$ cat src/rtl/mul_div_unit.sv
// Iterative multiply/divide unit that owns the HI/LO pair.
// Shift-add multiply and restoring divide share one 2*WIDTH accumulator.
module mul_div_unit #(
  parameter int WIDTH    = 32,
  parameter bit FAST_MUL = 1'b0
) (
  input  logic             clk,
  input  logic             rst_n,
  input  logic             start,
  input  logic [2:0]       op,
  input  logic [WIDTH-1:0] a,
  input  logic [WIDTH-1:0] b,
  output logic             busy,
  output logic             done,
  output logic             div_zero,
  output logic [WIDTH-1:0] hi,
  output logic [WIDTH-1:0] lo
);

  typedef enum logic [1:0] {IDLE, CALC, FIN} state_t;
  localparam int CW = $clog2(WIDTH) + 1;

  state_t             state_q, state_d;
  logic [CW-1:0]      cnt_q, cnt_d;
  logic               is_div_q, is_div_d;
  logic [WIDTH-1:0]   ma_q, ma_d, mb_q, mb_d, a_raw_q, a_raw_d;
  logic               sgn_q, sgn_d, rneg_q, rneg_d, bz_q, bz_d;
  logic [2*WIDTH-1:0] acc_q, acc_d;
  logic [WIDTH-1:0]   hi_q, hi_d, lo_q, lo_d;
  logic               dz_q, dz_d;

  // operand magnitudes for signed ops (op[0]=0 means signed)
  logic             a_neg, b_neg;
  logic [WIDTH-1:0] a_mag, b_mag;
  assign a_neg = ~op[0] & a[WIDTH-1];
  assign b_neg = ~op[0] & b[WIDTH-1];
  assign a_mag = a_neg ? -a : a;
  assign b_mag = b_neg ? -b : b;

  // multiply step: acc = {partial product, remaining multiplier bits}
  logic [WIDTH:0]     mul_sum;
  logic [2*WIDTH-1:0] mul_nxt, fast_prod, prod;
  assign mul_sum   = {1'b0, acc_q[2*WIDTH-1:WIDTH]} + (acc_q[0] ? {1'b0, ma_q} : '0);
  assign mul_nxt   = {mul_sum, acc_q[WIDTH-1:1]};
  assign fast_prod = {{WIDTH{1'b0}}, ma_q} * {{WIDTH{1'b0}}, mb_q};
  assign prod      = FAST_MUL ? fast_prod : mul_nxt;

  // divide step: acc = {remainder, dividend bits shifting into quotient}
  logic [WIDTH:0]     div_shift;
  logic [WIDTH+1:0]   div_diff;
  logic [WIDTH-1:0]   rem_nxt;
  logic [2*WIDTH-1:0] div_nxt;
  assign div_shift = {acc_q[2*WIDTH-1:WIDTH], acc_q[WIDTH-1]};
  assign div_diff  = {1'b0, div_shift} - {2'b00, mb_q};
  assign rem_nxt   = div_diff[WIDTH+1] ? div_shift[WIDTH-1:0] : div_diff[WIDTH-1:0];
  assign div_nxt   = {rem_nxt, acc_q[WIDTH-2:0], ~div_diff[WIDTH+1]};

  logic last;
  assign last = (cnt_q == CW'(WIDTH - 1)) || (FAST_MUL && !is_div_q);

  always_comb begin
    state_d  = state_q;
    cnt_d    = cnt_q;
    is_div_d = is_div_q;
    ma_d     = ma_q;
    mb_d     = mb_q;
    a_raw_d  = a_raw_q;
    sgn_d    = sgn_q;
    rneg_d   = rneg_q;
    bz_d     = bz_q;
    acc_d    = acc_q;
    hi_d     = hi_q;
    lo_d     = lo_q;
    dz_d     = dz_q;
    case (state_q)
      IDLE: begin
        if (start) begin
          if (!op[2]) begin
            state_d  = CALC;
            cnt_d    = '0;
            is_div_d = op[1];
            ma_d     = a_mag;
            mb_d     = b_mag;
            a_raw_d  = a;
            sgn_d    = a_neg ^ b_neg;
            rneg_d   = a_neg;
            bz_d     = (b == '0);
            acc_d    = {{WIDTH{1'b0}}, (op[1] ? a_mag : b_mag)};
            dz_d     = 1'b0;
          end else if (op == 3'b100) begin
            hi_d = a;
          end else if (op == 3'b101) begin
            lo_d = a;
          end
        end
      end
      CALC: begin
        cnt_d = cnt_q + 1'b1;
        acc_d = is_div_q ? div_nxt : mul_nxt;
        if (last) begin
          state_d = FIN;
          if (!is_div_q) begin
            {hi_d, lo_d} = sgn_q ? -prod : prod;
          end else if (bz_q) begin
            hi_d = a_raw_q;
            lo_d = '1;
            dz_d = 1'b1;
          end else begin
            lo_d = sgn_q  ? -div_nxt[WIDTH-1:0]       : div_nxt[WIDTH-1:0];
            hi_d = rneg_q ? -div_nxt[2*WIDTH-1:WIDTH] : div_nxt[2*WIDTH-1:WIDTH];
          end
        end
      end
      FIN:     state_d = IDLE;
      default: state_d = IDLE;
    endcase
  end

  always_ff @(posedge clk or negedge rst_n) begin
    if (!rst_n) begin
      state_q  <= IDLE;
      cnt_q    <= '0;
      is_div_q <= 1'b0;
      ma_q     <= '0;
      mb_q     <= '0;
      a_raw_q  <= '0;
      sgn_q    <= 1'b0;
      rneg_q   <= 1'b0;
      bz_q     <= 1'b0;
      acc_q    <= '0;
      hi_q     <= '0;
      lo_q     <= '0;
      dz_q     <= 1'b0;
    end else begin
      state_q  <= state_d;
      cnt_q    <= cnt_d;
      is_div_q <= is_div_d;
      ma_q     <= ma_d;
      mb_q     <= mb_d;
      a_raw_q  <= a_raw_d;
      sgn_q    <= sgn_d;
      rneg_q   <= rneg_d;
      bz_q     <= bz_d;
      acc_q    <= acc_d;
      hi_q     <= hi_d;
      lo_q     <= lo_d;
      dz_q     <= dz_d;
    end
  end

  assign busy     = (state_q != IDLE);
  assign done     = (state_q == FIN);
  assign div_zero = dz_q;
  assign hi       = hi_q;
  assign lo       = lo_q;

endmodule

$ cat config.mk
export PLATFORM = sky130hd
export DESIGN_NAME = mul_div_unit
export DESIGN_NICKNAME = d
export VERILOG_FILES = /design/src/rtl/mul_div_unit.sv
export SDC_FILE = /design/constraint.sdc
export NUM_CORES = 1
export LEC_CHECK = 0
export CAP_MARGIN = 10
export CORE_AREA = 2 2 185 187
export CTS_CLUSTER_DIAMETER = 120
export DETAILED_ROUTE_END_ITERATION = 8
export DIE_AREA = 0 0 187 189
export PLACE_DENSITY = 0.86
export SYNTH_ARGS = -nofsm -noshare
export SYNTH_HDL_FRONTEND = slang
export SYNTH_SLANG_ARGS = --single-unit
$ cat constraint.sdc
create_clock -name clk -period 5.81 [get_ports clk]
set_input_delay 0.581 -clock clk [delete_from_list [all_inputs] [get_ports clk]]
set_output_delay 0.581 -clock clk [all_outputs]
set_load 0.1 [all_outputs]
== Word level (Yosys, flattened, before mapping) ==
Cells that the tools add are included.

* Register bits: 237
* Input bits: 70
* Output and inout port bits: 67
* Word-level logic and storage cells: 91

* Add/subtract/negate cells: 8
* Equality and inequality tests: 14
* Muxes and demuxes: 40
* Bitwise operators: 6
* Reduce and logical (&&, ||, !) cells: 10

{| class="wikitable"
|+ Operators by type and width
! cell !! count
|-
| 2-to-1 mux 32 bit || 20
|-
| 2-to-1 mux 64 bit || 4
|-
| negator 32 bit || 4
|-
| one-hot mux 32 bit (2 select lines) || 2
|-
| one-hot mux 64 bit (2 select lines) || 1
|-
| negator 64 bit || 1
|-
| subtractor 33 x 32 -> 34 bit || 1
|-
| adder 32 x 32 -> 33 bit || 1
|-
| logical NOT 32 bit || 1
|-
| inequality test 2 bit (second input constant) || 9
|-
| 2-to-1 mux 6 bit || 2
|-
| one-hot mux 6 bit (2 select lines) || 1
|-
| AND reduction 6 bit || 2
|-
| AND reduction 3 bit || 3
|-
| adder 6 x 1 -> 6 bit (second input constant) || 1
|-
| equality test 3 bit (second input constant) || 2
|-
| equality test 6 x 5 -> 1 bit (second input constant) || 1
|-
| 2-to-1 mux 2 bit || 3
|-
| 2-to-1 mux 1 bit || 5
|-
| AND reduction 5 bit || 1
|-
| one-hot mux 2 bit (2 select lines) || 1
|-
| nonzero test 2 bit || 2
|-
| inverter 1 bit || 3
|-
| bitwise AND 1 bit || 2
|-
| 5 further kinds || 5
|}

== Depth between registers and ports, before layout ==
* Depth after elaboration: 8
* Mapped depth: 23
* Mapped depth without buffers: 19

== Least setup slack after synthesis ==
Ideal clock, no wire load.

* Kind: reg-to-reg
* From: reg acc_q[39]
* To: reg hi_q[28] (netlist: hi[28])
* Setup time: 129 ps
* Arrival time: 4843 ps
* Required time: 5681 ps
* Setup slack: 838 ps
* Cell stages (with the launch flop): 23
* Buffers on the path: 4
* Clock period less this slack: 4972 ps
* Path through: dfrtp_1 ha_1 clkbuf_1 nand2_1 o21ai_0 a221oi_1 a21boi_1 a21o_1 clkbuf_1 clkbuf_1 clkbuf_1 nand2_1 o21ai_0 ha_1 nand2_1 or3_1 or2_2 a22oi_1 nand2b_1 o41ai_1 xnor2_1 a221oi_1 a21oi_1

* Word-level cells in the longest chain between the ends: 8
* Elaborated cells on any way between the ends: 11
* Those cells by class: add/sub (4); mux (7)

{| class="wikitable"
|+ RTL lines
! item !! RTL line !! source
|-
| start: declaration || 28 || <nowiki>logic [2*WIDTH-1:0] acc_q, acc_d;</nowiki>
|-
| start signal: assignment || 130 || <nowiki>acc_q <= '0;</nowiki>
|-
| start signal: assignment || 144 || <nowiki>acc_q <= acc_d;</nowiki>
|-
| subtractor 33 x 32 -> 34 bit || 54 || <nowiki>assign div_diff = {1'b0, div_shift} - {2'b00, mb_q};</nowiki>
|-
| 2-to-1 mux 32 bit || 55 || <nowiki>assign rem_nxt = div_diff[WIDTH+1] ? div_shift[WIDTH-1:0] : div_diff[WIDTH-1:0];</nowiki>
|-
| negator 32 bit || 110 || <nowiki>hi_d = rneg_q ? -div_nxt[2*WIDTH-1:WIDTH] : div_nxt[2*WIDTH-1:WIDTH];</nowiki>
|-
| 2-to-1 mux 32 bit || 110 ||
|-
| 2-to-1 mux 32 bit || 104 || <nowiki>end else if (bz_q) begin</nowiki>
|-
| 2-to-1 mux 32 bit (*) || 102 || <nowiki>if (!is_div_q) begin</nowiki>
|-
| 2-to-1 mux 32 bit (*) || 100 || <nowiki>if (last) begin</nowiki>
|-
| one-hot mux 32 bit (2 select lines) (*) || 75 || <nowiki>case (state_q)</nowiki>
|-
| end signal: assignment || 145 || <nowiki>hi_q <= hi_d;</nowiki>
|-
| end: declaration || 29 || <nowiki>logic [WIDTH-1:0] hi_q, hi_d, lo_q, lo_d;</nowiki>
|}

Every way passes the cells marked *; elsewhere a longest branch is shown, timed or not. The select of a mux whose other input is x is not followed.
A chain may end at the register's enable or synchronous reset.

== Worst setup path after layout ==
* From: reg acc_q[0]
* To: reg hi_q[30] (netlist: hi[30])

* Word-level cells in the longest chain between the ends: 7

{| class="wikitable"
|+ RTL lines
! item !! RTL line !! source
|-
| 2-to-1 mux 32 bit (*) || 43 || <nowiki>assign mul_sum = {1'b0, acc_q[2*WIDTH-1:WIDTH]} + (acc_q[0] ? {1'b0, ma_q} : '0);</nowiki>
|-
| adder 32 x 32 -> 33 bit (*) || 43 ||
|-
| negator 64 bit || 103 || <nowiki>{hi_d, lo_d} = sgn_q ? -prod : prod;</nowiki>
|-
| 2-to-1 mux 64 bit (*) || 103 ||
|-
| 2-to-1 mux 32 bit (*) || 102 ||
|-
| 2-to-1 mux 32 bit (*) || 100 ||
|-
| one-hot mux 32 bit (2 select lines) (*) || 75 ||
|}

Marked as above.

==> metrics.json <==
{
  "logic_synthesis": {
    "synth_area_leaders": "dfrtp_1 (29%), nand2_1 (8.4%), o21ai_0 (7.0%), xnor2_1 (5.6%), a21oi_1 (4.4%)",
    "synthDistinctLibCells": 84,
    "synth-main-ff-cell": "dfrtp_1",
    "synth_top_area_share_pct": 29.3,
    "ys_ff_latch": 236,
    "post_synthesis_net_count": 2794,
    "synth_top_area_cell": "dfrtp_1",
    "synth_sequential_area_ratio_pct": 29.3,
    "synth.yosys.warnings": 0,
    "post_synth_instance_area_um2": 20200,
    "async_flop_share_pct": 100,
    "synth-edff-count": 0,
    "cell_count_after_synthesis": 2652,
    "postSynthAreaPerCell_um2": 7.60
  },
  "floorplan": {
    "die-width_um": 187,
    "coreArea_um2": 33300,
    "row_count": 67,
    "initial_core_util_pct": 60.6,
    "design.portCount": 137,
    "die_area_um2": 35300,
    "floorplan.die.height_um": 189
  },
  "routing": {
    "drt-total-wl_mm": 79.2,
    "drc": 0,
    "routed_wire_length_per_instance_um": 25.3,
    "ant_nets": 0,
    "viasPerCell": 6.83,
    "drt-initial-drc-count": 2946,
    "via_count": 21363,
    "drt_pre_antenna_iters": 6
  },
  "outcome": {
    "status": "completed"
  },
  "clock_network": {
    "ctsResizeCount": 0,
    "clock_tree.buffer_depth": 3,
    "clk_transition_reported_paths_ns": 0.07,
    "ctsHtreeMaxLevel": 1,
    "worstSkewPairLatency_ns": 0.57,
    "root_cell_of_the_clock_tree": "clkbuf_16",
    "post-cts-setup-buffer-count": 0,
    "cts_sinks": 236,
    "tritoncts": "yes",
    "ctsHoldBuffers": 0,
    "tritoncts.num_buffers": 28
  },
  "place": {
    "numPlacedInstances": 3078,
    "buffer_ports.inserted": 136,
    "routability_driven_placement_congestion_ratio": 1.07,
    "post-dp-hpwl_mm": 59.3
  },
  "setup_path": {
    "start_kind": "flip-flop",
    "r2r-end": "hi[30]$_DFFE_PN0P_",
    "worstRegToRegCells": 15,
    "critPathMaxFanout": 12,
    "timing.setup.critical_path_class": "reg2reg",
    "r2r_slack_ns": 0.38,
    "crit_required_ns": 6.30,
    "cp_arrival_ns": 5.92,
    "regToRegStartpoint": "acc_q[0]$_DFFE_PN0P_",
    "critPathCaptureType": "flip-flop"
  },
  "timing": {
    "timing.final.hold_violations": 0,
    "rsz0062_at_grt": "no",
    "finalSetupViolations": 0,
    "layout_worst_path_cycle_share_pct": 93.4,
    "worstMarginPinSlew_ns": 1.21,
    "timing.clock.skew_ns": 0.0129,
    "min_period_ns": 5.43,
    "tns_ns": 0,
    "timing.max_slew.rel_slack_pct": 19.3,
    "fmax_ghz": 0.184,
    "slew_viol_final": 0
  },
  "cells_and_area": {
    "antenna-diode-count": 0,
    "num-nets-final": 2802,
    "final-instance-count-excl-fill": 3129,
    "fill_cell_instance_count_of_the_final_layout": 2818,
    "syn2layout_area_growth_pct": 12.3,
    "post_route_cells_drive_above_1_share_pct": 4.92
  },
  "grt": {
    "globalRouteTotalUtil_pct": 44.0,
    "grt_pass1_vias": 20266,
    "grt_antenna_before_repair": 2,
    "grt_first_pass_wirelength_mm": 120,
    "global_route.overflow_total": 0,
    "grt_start_max_net_pins": 99
  },
  "hold_path": {
    "hp-class": "in2async"
  },
  "job": {
    "max-cap-violations": 0
  }
}
==> cell usage after synthesis, types with 37 or more instances <==
cell type,n
clkbuf_1,166
o31ai_1,37
ha_1,70
a31oi_1,50
and2_1,52
xor2_1,88
nor2_1,214
dfrtp_1,236
a21oi_1,177
xnor2_1,129
inv_1,62
o21ai_0,283
mux2i_1,84
nand2_1,449
==> per-layer routing <==
layer  up-vias  track usage, %  share of wire [%]
met1     10035            55.5                 38
met4         2            31.2                8.7
met2      1461            67.3                 43
met5         -               0              0.016
li1       9473               -                  -
met3       392            9.73                 11
==> logic make-up after synthesis <==
| kind of cell | synth area share (%) |
|---|---|
| AND/OR/NAND/NOR | 23.1 |
| XOR/XNOR | 9.43 |
| flip-flops | 29.3 |
| AO/OA/AOI/OAI | 24.4 |
| multiplexers | 4.28 |
| adder cells (fa/ha/maj) | 4.54 |
| buffers and inverters | 4.93 |
==> area by class of cell <==
cell class	count	area (um2)	area share (%)
inverter	62	233	1.03
clock buffer	41	841	3.72
sequential	236	5910	26.1
tap	448	561	2.48
clock inverter	10	163	0.719
timing repair buffer	171	1620	7.18
multi-input combinational	2161	13300	58.8
==> registers in the layout, summed over array words and instances, names as in the netlist <==
signal and flops:
acc_q 64, hi 32, lo 32, ma_q 32
mb_q 32, a_raw_q 31, cnt_q 6, state_q 2
bz_q 1, div_zero 1, is_div_q 1, rneg_q 1
sgn_q 1
==> placed cells by master, fill, tap and decap left out, types with 24 or more instances in the layout <==
cell,count
xor2_1,88
nand4_1,24
and2_1,51
o21ai_0,283
nand3_1,34
buf_4,35
a21oi_1,177
dfrtp_1,234
o211ai_1,36
inv_1,62
mux2i_1,84
ha_1,70
nor2_1,214
nand2_1,447
o221ai_1,31
clkdlybuf4s50_1,134
or3_1,36
xnor2_1,129
clkbuf_16,29
a31oi_1,50
nor4_1,25
o31ai_1,37
nor3_1,35
==> stage by stage <==
stage	setup WS, ns	util, %	hold slack (ns)	instance area [um2]
final	0.382	68.0	0.0342	22600
after global routing	0.113	68.0	0.103	22600
after CTS	0.406	68.0	0.0576	22600
after detailed placement	0.440	64.9	0.458	21600
after global placement	0.616	64.9	0.455	21600
after floorplan	0.838	-	0.285	20200
==> critical path, stage by stage, from the launching register on <==
cell	delay (ns)
dfrtp_1	0.51
and2_1	0.21
ha_1	0.23
fa_1	0.45
a211oi_1	0.41
o31a_1	0.34
a21o_1	0.23
nand3_1	0.23
o311a_1	0.54
nor4_1	0.37
nand3b_1	0.26
or4_1	0.71
o41ai_1	0.41
xnor2_1	0.18
a21oi_1	0.09
a21oi_1	0.18
==> how the worst max path moves through the flow <==
| stage | end | slack (ns) | depth (start not counted) | startpoint |
|---|---|---|---|---|
| CTS | hi[28]$_DFFE_PN0P_ | 0.41 | 17 | acc_q[39]$_DFFE_PN0P_ |
| detailed placement | hi[28]$_DFFE_PN0P_ | 0.44 | 17 | acc_q[39]$_DFFE_PN0P_ |
| floorplan | hi[28]$_DFFE_PN0P_ | 0.84 | 22 | acc_q[39]$_DFFE_PN0P_ |
| finish | hi[30]$_DFFE_PN0P_ | 0.38 | 15 | acc_q[0]$_DFFE_PN0P_ |
| global placement | hi[28]$_DFFE_PN0P_ | 0.62 | 17 | acc_q[39]$_DFFE_PN0P_ |
| global route | hi[28]$_DFFE_PN0P_ | 0.11 | 17 | acc_q[39]$_DFFE_PN0P_ |
Power is left out: the tool's default activity adds up to more than one toggle a clock period on the data nets, which glitch-free logic cannot reach.
